===== src/rtl/weight_update_controller.sv =====
// weight_update_controller
// Owns the write and update ports of the weight storage array. A LOAD pass
// streams initial weight rows in layer order; an UPDATE pass streams dc_dw
// gradient rows in reverse layer order. Each accepted beat becomes a one-cycle
// registered is_write / is_update strobe carrying its layer/row indices.

module weight_update_controller #(
  parameter int unsigned data_size  = 16,
  parameter int unsigned size       = 3,
  parameter int unsigned layer_size = 5
) (
  input  logic                      clk,
  input  logic                      reset,
  input  logic                      start_load,
  input  logic                      start_update,
  input  logic                      abort,
  input  logic                      load_valid,
  output logic                      load_ready,
  input  logic [data_size*size-1:0] load_data,
  input  logic                      grad_valid,
  output logic                      grad_ready,
  input  logic [data_size*size-1:0] grad_data,
  output logic [31:0]               write_layer_index,
  output logic [31:0]               write_row_index,
  output logic [data_size*size-1:0] write_data,
  output logic                      is_write,
  output logic [31:0]               layer_index,
  output logic [31:0]               row_index,
  output logic [data_size*size-1:0] dc_dw,
  output logic                      is_update,
  output logic                      busy,
  output logic                      done,
  output logic [31:0]               beats_done
);

  localparam int unsigned ROW_W      = data_size * size;
  localparam int unsigned IDX_W      = 32;
  localparam int unsigned LAST_ROW   = size - 1;
  localparam int unsigned LAST_LAYER = layer_size - 1;

  typedef enum logic [1:0] {
    S_IDLE   = 2'd0,
    S_LOAD   = 2'd1,
    S_UPDATE = 2'd2,
    S_DONE   = 2'd3
  } state_t;

  state_t             r_state;
  state_t             w_next_state;

  logic [IDX_W-1:0]   r_cur_layer;
  logic [IDX_W-1:0]   r_cur_row;
  logic [IDX_W-1:0]   r_beats_done;

  logic [IDX_W-1:0]   r_write_layer_index;
  logic [IDX_W-1:0]   r_write_row_index;
  logic [ROW_W-1:0]   r_write_data;
  logic               r_is_write;

  logic [IDX_W-1:0]   r_layer_index;
  logic [IDX_W-1:0]   r_row_index;
  logic [ROW_W-1:0]   r_dc_dw;
  logic               r_is_update;

  logic               w_load_beat;
  logic               w_grad_beat;
  logic               w_row_last;
  logic               w_load_last;
  logic               w_grad_last;
  logic               w_start_load;
  logic               w_start_update;

  // Position decode shared by next-state and counter logic
  assign w_row_last     = (r_cur_row == IDX_W'(LAST_ROW));
  assign w_load_last    = w_row_last && (r_cur_layer == IDX_W'(LAST_LAYER));
  assign w_grad_last    = w_row_last && (r_cur_layer == '0);
  assign w_start_load   = (r_state == S_IDLE) && start_load;
  assign w_start_update = (r_state == S_IDLE) && !start_load && start_update;

  // State register
  always_ff @(posedge clk or posedge reset) begin
    if (reset) begin
      r_state <= S_IDLE;
    end else begin
      r_state <= w_next_state;
    end
  end

  // Next-state logic; LOAD wins a simultaneous start, abort returns to IDLE
  always_comb begin
    w_next_state = r_state;
    unique case (r_state)
      S_IDLE: begin
        if (start_load) begin
          w_next_state = S_LOAD;
        end else if (start_update) begin
          w_next_state = S_UPDATE;
        end
      end
      S_LOAD: begin
        if (abort) begin
          w_next_state = S_IDLE;
        end else if (w_load_beat && w_load_last) begin
          w_next_state = S_DONE;
        end
      end
      S_UPDATE: begin
        if (abort) begin
          w_next_state = S_IDLE;
        end else if (w_grad_beat && w_grad_last) begin
          w_next_state = S_DONE;
        end
      end
      S_DONE: begin
        w_next_state = S_IDLE;
      end
      default: begin
        w_next_state = S_IDLE;
      end
    endcase
  end

  // Output decode from state: handshakes, busy and the done pulse
  always_comb begin
    load_ready  = 1'b0;
    grad_ready  = 1'b0;
    busy        = 1'b0;
    done        = 1'b0;
    unique case (r_state)
      S_LOAD: begin
        load_ready = !abort;
        busy       = 1'b1;
      end
      S_UPDATE: begin
        grad_ready = !abort;
        busy       = 1'b1;
      end
      S_DONE: begin
        done = 1'b1;
      end
      default: begin
        done = 1'b0;
      end
    endcase
    w_load_beat = load_valid && load_ready;
    w_grad_beat = grad_valid && grad_ready;
  end

  // Row/layer cursor and beat counter; cursor holds after the final beat
  always_ff @(posedge clk or posedge reset) begin
    if (reset) begin
      r_cur_layer  <= '0;
      r_cur_row    <= '0;
      r_beats_done <= '0;
    end else if (w_start_load) begin
      r_cur_layer  <= '0;
      r_cur_row    <= '0;
      r_beats_done <= '0;
    end else if (w_start_update) begin
      r_cur_layer  <= IDX_W'(LAST_LAYER);
      r_cur_row    <= '0;
      r_beats_done <= '0;
    end else if (w_load_beat) begin
      r_beats_done <= r_beats_done + IDX_W'(1);
      if (w_row_last) begin
        r_cur_row <= '0;
        if (!w_load_last) begin
          r_cur_layer <= r_cur_layer + IDX_W'(1);
        end
      end else begin
        r_cur_row <= r_cur_row + IDX_W'(1);
      end
    end else if (w_grad_beat) begin
      r_beats_done <= r_beats_done + IDX_W'(1);
      if (w_row_last) begin
        r_cur_row <= '0;
        if (!w_grad_last) begin
          r_cur_layer <= r_cur_layer - IDX_W'(1);
        end
      end else begin
        r_cur_row <= r_cur_row + IDX_W'(1);
      end
    end
  end

  // Storage write port: capture accepted load beat, strobe for one cycle
  always_ff @(posedge clk or posedge reset) begin
    if (reset) begin
      r_write_layer_index <= '0;
      r_write_row_index   <= '0;
      r_write_data        <= '0;
      r_is_write          <= 1'b0;
    end else begin
      r_is_write <= w_load_beat;
      if (w_load_beat) begin
        r_write_layer_index <= r_cur_layer;
        r_write_row_index   <= r_cur_row;
        r_write_data        <= load_data;
      end
    end
  end

  // Storage update port: capture accepted gradient beat, strobe for one cycle
  always_ff @(posedge clk or posedge reset) begin
    if (reset) begin
      r_layer_index <= '0;
      r_row_index   <= '0;
      r_dc_dw       <= '0;
      r_is_update   <= 1'b0;
    end else begin
      r_is_update <= w_grad_beat;
      if (w_grad_beat) begin
        r_layer_index <= r_cur_layer;
        r_row_index   <= r_cur_row;
        r_dc_dw       <= grad_data;
      end
    end
  end

  assign write_layer_index = r_write_layer_index;
  assign write_row_index   = r_write_row_index;
  assign write_data        = r_write_data;
  assign is_write          = r_is_write;
  assign layer_index       = r_layer_index;
  assign row_index         = r_row_index;
  assign dc_dw             = r_dc_dw;
  assign is_update         = r_is_update;
  assign beats_done        = r_beats_done;

endmodule


===== config.mk =====
export PLATFORM = sky130hd
export DESIGN_NAME = weight_update_controller
export DESIGN_NICKNAME = d
export VERILOG_FILES = /design/src/rtl/weight_update_controller.sv
export SDC_FILE = /design/constraint.sdc
export NUM_CORES = 1
export LEC_CHECK = 0
export BUFFER_PORTS_ARGS = -buffer_cell sky130_fd_sc_hd__buf_2
export CORE_MARGIN = 2
export CORE_UTILIZATION = 49
export CTS_CLUSTER_DIAMETER = 30
export DETAILED_ROUTE_END_ITERATION = 7
export MAX_ROUTING_LAYER = met4
export PLACE_DENSITY = 0.77
export SYNTH_ARGS = -nofsm -noshare
export SYNTH_HDL_FRONTEND = slang
export SYNTH_SLANG_ARGS = --single-unit

===== constraint.sdc =====
create_clock -name clk -period 9.1 [get_ports clk]
set_input_delay 0 -clock clk [delete_from_list [all_inputs] [get_ports clk]]
set_output_delay 0 -clock clk [all_outputs]
set_load 0.03 [all_outputs]

Yosys cells after proc, flatten, opt, wreduce, memory -nomap -nowiden:

Cells that the tools add are included.
W data, S select, Z words.

* add/sub/neg operators: 4
* equal/unequal tests: 10
* mux-type cells: 28
* reductions and logical operators: 18

Operators with widths (count)
* $mux W32: 17
* $add A32 B1 Y32 const B: 3
* $eq A32 B2 Y1 const B: 1
* $eq A32 B3 Y1 const B: 1
* $logic_not A32 Y1: 1
* $sub A32 B1 Y32 const B: 1
* $mux W2: 6
* $logic_and A1 B1 Y1: 9
* $ne A3 B3 Y1 const B: 3
* $ne A4 B2 Y1 const B: 2
* $pmux W2 S4: 1
* $eq A2 B2 Y1 const B: 2
* $mux W1: 4
* $reduce_and A4 Y1: 1
* $reduce_bool A4 Y1: 1
* $reduce_and A3 Y1: 1
* $reduce_bool A3 Y1: 1
* $eq A2 B1 Y1 const B: 1
* $logic_not A1 Y1: 2
* $logic_not A2 Y1: 1
* $reduce_or A2 Y1: 1

* register bits after elaboration: 324
* input bits: 103
* output and inout bits: 262
* logic and storage cells: 72

Longest topological paths before layout:

* depth after elaboration: 8
* mapped depth: 16
* depth with buffers taken out: 14

Worst setup path before layout:

Ideal clock, no wire load.

* kind: reg2reg
* start point: register r_state[1]
* end point: register r_cur_layer[30]
* library setup time: 69 ps
* data arrival time: 4413 ps
* required time: 9031 ps
* path slack: 4618 ps
* stages on the path, launching flop included: 16
* buffers on the path: 1
* clock period less this slack: 4482 ps
* path through: dfrtp_1 -> inv_1 -> ha_1 -> nand2_1 -> inv_1 -> nand2_1 -> clkbuf_1 -> ha_1 -> a21o_1 -> and3_1 -> o311ai_1 -> o21ai_1 -> o2111a_1 -> o21a_1 -> or4_1 -> nand3_1

* longest elaborated chain between the ends: 6
* elaborated cells on any way between the ends: 18
* classes of those cells: eq/ne (4); mux (5); reduce/logical (9)

Ends and longest elaborated chain
* start: declaration: RTL line 48 `state_t r_state;`
* start signal: assignment: RTL line 85 `r_state <= w_next_state;`
* $eq A2 B1 Y1 (*): RTL line 129 `unique case (r_state)`
* $mux W1 (*): RTL line 129
* named net load_ready: RTL line 18 `output logic load_ready,`
* $logic_and A1 B1 Y1 (*): RTL line 145 `w_load_beat = load_valid && load_ready;`
* $mux W32: RTL line 163 `end else if (w_load_beat) begin`
* $mux W32: RTL line 159 `end else if (w_start_update) begin`
* $mux W32: RTL line 155 `end else if (w_start_load) begin`
* end signal: assignment: RTL line 160 `r_cur_layer <= IDX_W'(LAST_LAYER);`
* end signal: assignment: RTL line 168 `r_cur_layer <= r_cur_layer + IDX_W'(1);`
* end signal: assignment: RTL line 178 `r_cur_layer <= r_cur_layer - IDX_W'(1);`
* end: declaration: RTL line 51 `logic [IDX_W-1:0] r_cur_layer;`

The timed path passes the listed nets; every way through them passes the cells marked *.
A chain may end at the register's enable or synchronous reset.

Worst setup path in the final report:

* start point: register r_state[1]
* end point: register r_cur_layer[31]

* longest elaborated chain between the ends: 6
* elaborated cells on any way between the ends: 18
* classes of those cells: eq/ne (4); mux (5); reduce/logical (9)

Ends and longest elaborated chain (RTL line)
* $eq A2 B1 Y1: 129
* $mux W1: 129
* $logic_and A1 B1 Y1: 145
* $mux W32: 163
* $mux W32: 159
* $mux W32: 155

Several ways; a longest one is shown, not always the timed one.

==> results.tsv <==
metric	value	unit
post-route cell area	20300	µm²
Initial Util	0.499	
Int Pwr	4420	µW
initial drt markers	803	
RSZ-0062 raised after global routing	no	
# DRC	0	
remaining antenna violation count	0	
Final Slew Violations	0	
Worst path max stage delay	0.78	ns
Yosys cell types	68	
die extent in x	178	µm
switching pwr	3150	µW
Min Hold Slack	0.171	ns
Die Y	178	µm
Sequential Power Share	0.290	
crit-path cells	inv_1 -> ha_1 -> nand2_1 -> inv_1 -> nand2_4 -> buf_4 -> ha_1 -> a21oi_1 -> o211ai_1 -> a21oi_1 -> o221ai_1 -> a311oi_1 -> mux2i_1 -> nand3_1	
Pre-Repair DR Iteration Count	5	
grt total ovfl	0	
H-tree depth	3	
io pins	365	
crit share post-route	0.509	
worst slew pin tran	1.06	ns
Post-DP Area	16900	µm²
Syn Nets	1712	
Core Footprint	29700	µm²
relative slew slack	0.292	
crit end category	register	
Comb power frac	0.393	
fmax	0.216	GHz
endpoints failing setup	0	
Sw Share	0.416	
DPL Wire Length	28500	µm
Static Leak	0.0108	µW
setup TNS	0	ns
Avg WL per Cell	18.8	µm
type of the worst setup path	register to register	
worst-path maximum fanout	88	
first-pass GRT wire length	71700	µm
Total GRT Usage	0.299	
nets	2192	
Final Hold Fails	0	
Critical Path Start Type	register	
arrival time worst endpoint	5.04	ns
clock tree buffer depth	3	
worst hold path type	input pin to register	
Buffers & Inverters on Critical Path	3	
Root Buffer	clkbuf_16	
Vias	13400	
warning count from the yosys run	0	
die area	31700	µm²
sequential share of the synthesized area	0.547	
ys flop type	dfrtp_1	
placed cell count	2261	
Setup Skew	0.0333	ns
CTS sink cnt	324	
Post-Layout Cell Count	2487	
CP max stage cell	nand2_4	
WP data required	9.51	ns
PnR Total Power	7570	µW
largest net degree at the start of global routing	115	
vias in the first global route	13600	
clock transition at the registers of the reported paths	0.05	ns
FP Rows	63	
Mapped Cells	1564	
Async S/R FF share, synth	1.00	
Worst R2R Setup Slack	4.47	ns
gpl congestion	0.867	
CTS tree	yes	
Clk Latency, worst-skew pair	0.56	ns
Via-to-Cell Ratio	5.38	
cts repair resizes	0	
initial antenna violation count	1	
Post-Syn Area per Cell	9.48	µm²
DRT Wirelength	46700	µm
layout cells sized above 1	0.269	
EDFF count, synth	0	
Max rail drop VDD	0.000208	V
port bufs	364	
PwrDens	374	nW/µm²
# Max-Cap Violations	0	
min cycle time layout	4.63	ns
run status	completed	
critical path's top delay family	compound AO/OA/AOI/OAI gates	
area growth from synthesis to layout	36.7	%
synthesis-stage register bit count	324	
TritonCTS Buffers	67	
Synth Cell Area	14800	µm²
Clk pwr share	0.317	
==> state kept, by name (all words and copies together), names as in the netlist <==
name               flops
dc_dw                 48
r_state                2
write_layer_index     32
r_cur_row             32
write_data            48
beats_done            32
is_update              1
layer_index           32
r_cur_layer           32
row_index             32
is_write               1
write_row_index       32
==> synth_stat cells, types with 3 or more instances <==
| cell type | number | area share |
|---|---|---|
| clkbuf_1 | 51 | 0.013 |
| or3_1 | 6 | 0.0025 |
| nand2b_1 | 4 | 0.0017 |
| a2111o_1 | 3 | 0.0023 |
| nor2_1 | 81 | 0.021 |
| inv_1 | 20 | 0.0051 |
| buf_2 | 8 | 0.0027 |
| xnor2_1 | 31 | 0.018 |
| mux2_2 | 49 | 0.037 |
| and4_1 | 6 | 0.0035 |
| a21oi_1 | 27 | 0.0091 |
| o21a_1 | 10 | 0.0051 |
| o21ai_0 | 41 | 0.014 |
| and2_1 | 6 | 0.0025 |
| o31ai_1 | 14 | 0.0071 |
| nor4_1 | 14 | 0.0059 |
| nand3_1 | 35 | 0.012 |
| nor3_1 | 13 | 0.0044 |
| o21ai_2 | 3 | 0.0018 |
| nand4_1 | 13 | 0.0055 |
| ha_1 | 44 | 0.037 |
| xor2_1 | 45 | 0.027 |
| a31oi_1 | 11 | 0.0046 |
| o21ai_1 | 4 | 0.0014 |
| buf_1 | 3 | 0.00076 |
| nor2b_1 | 6 | 0.0025 |
| and3_1 | 15 | 0.0063 |
| dfrtp_1 | 324 | 0.55 |
| nor4_4 | 3 | 0.0043 |
| a22o_1 | 3 | 0.0018 |
| a21o_1 | 21 | 0.011 |
| a211oi_1 | 3 | 0.0015 |
| nand2_1 | 604 | 0.15 |
==> worst paths after layout <==
path | to | depth (start not counted) | from
min reg2reg | write_layer_index[30] | 2 | write_layer_index[30]
max in group asynchronous | r_cur_layer[29] | 5 | reset
min in group asynchronous | write_data[35] | 3 | reset
min | write_data[14] | 4 | load_data[14]
max | r_cur_layer[31] | 14 | r_state[1]
max reg2reg | r_cur_layer[31] | 14 | r_state[1]
==> per-layer routing <==
metal / vias up / share of wire / global-route usage
li1: 6177 / - / -
met5: - / 0 / -
met2: 544 / 0.48 / 0.476
met4: 0 / 0.069 / 0.204
met3: 174 / 0.069 / 0.0666
met1: 6490 / 0.38 / 0.336
==> power by group through the flow <==
stage               registers (µW)  clock network (µW)  logic [µW]
finish                        2190                2400        2980
detailed placement            2180                   0        2880
floorplan                     2810                   0        1400
CTS                           2170                2430        2940
global placement              2170                   0        2840
global route                  2250                2510        3220
==> area by class of cell <==
cell class | instances | area (µm²)
Fill cell | 2155 | 9470
Multi-Input combinational cell | 1153 | 6370
Sequential cell | 324 | 8110
Inverter | 21 | 91.3
Timing Repair Buffer | 477 | 2930
Clock inverter | 39 | 409
Clock buffer | 82 | 1850
Tap cell | 390 | 488
Antenna cell | 1 | 2.50
==> cells in the final DEF (no fill, tap or decap), types with 8 or more instances in the layout <==
cell           instances
and3_1                15
o21ai_0               41
mux2_2                49
clkinvlp_4             8
nor4_1                14
nand2_1              602
clkbuf_8              12
inv_6                  9
buf_4                  9
xnor2_1               31
a21o_1                21
xor2_1                45
clkinv_2               9
o31ai_1               14
nor3_1                13
buf_2                364
ha_1                  44
inv_1                 18
clkbuf_16             67
dfrtp_1              324
dlygate4sd3_1        104
o21a_1                10
nand3_1               35
nand4_1               13
nor2_1                81
a21oi_1               27
a31oi_1               11
==> through the flow <==
| stage | util | setup slack [ns] |
|---|---|---|
| floorplan | - | 0.130 |
| global placement | 0.570 | 4.71 |
| detailed placement | 0.570 | 4.55 |
| CTS | 0.681 | 4.53 |
| global route | 0.681 | 4.12 |
| finish | 0.681 | 4.47 |
==> worst register-to-register path: stages, from the launching register on <==
cell      delay, ns
dfrtp_1        0.40
inv_1          0.10
ha_1           0.22
nand2_1        0.11
inv_1          0.10
nand2_4        0.78
buf_4          0.77
ha_1           0.42
a21oi_1        0.23
o211ai_1       0.12
a21oi_1        0.18
o221ai_1       0.29
a311oi_1       0.43
mux2i_1        0.24
nand3_1        0.10
==> timing repair <==
action	4_1_cts	5_1_grt
hold buffers	104	0
setup buffers	0	0
endpoints found under the hold margin	219	0
==> cells by family after synthesis <==
group | count (synthesis) | share of synthesized area
AOI/OAI and AO/OA | 166 | 0.0765
DFF | 324 | 0.547
muxes | 50 | 0.0379
buffers and inverters | 87 | 0.0238
and+or+nand+nor | 816 | 0.231
adders and majority gates | 45 | 0.0385
xor gates and xnor gates | 76 | 0.0449
Note: power is estimated with default switching activity, not from simulation.
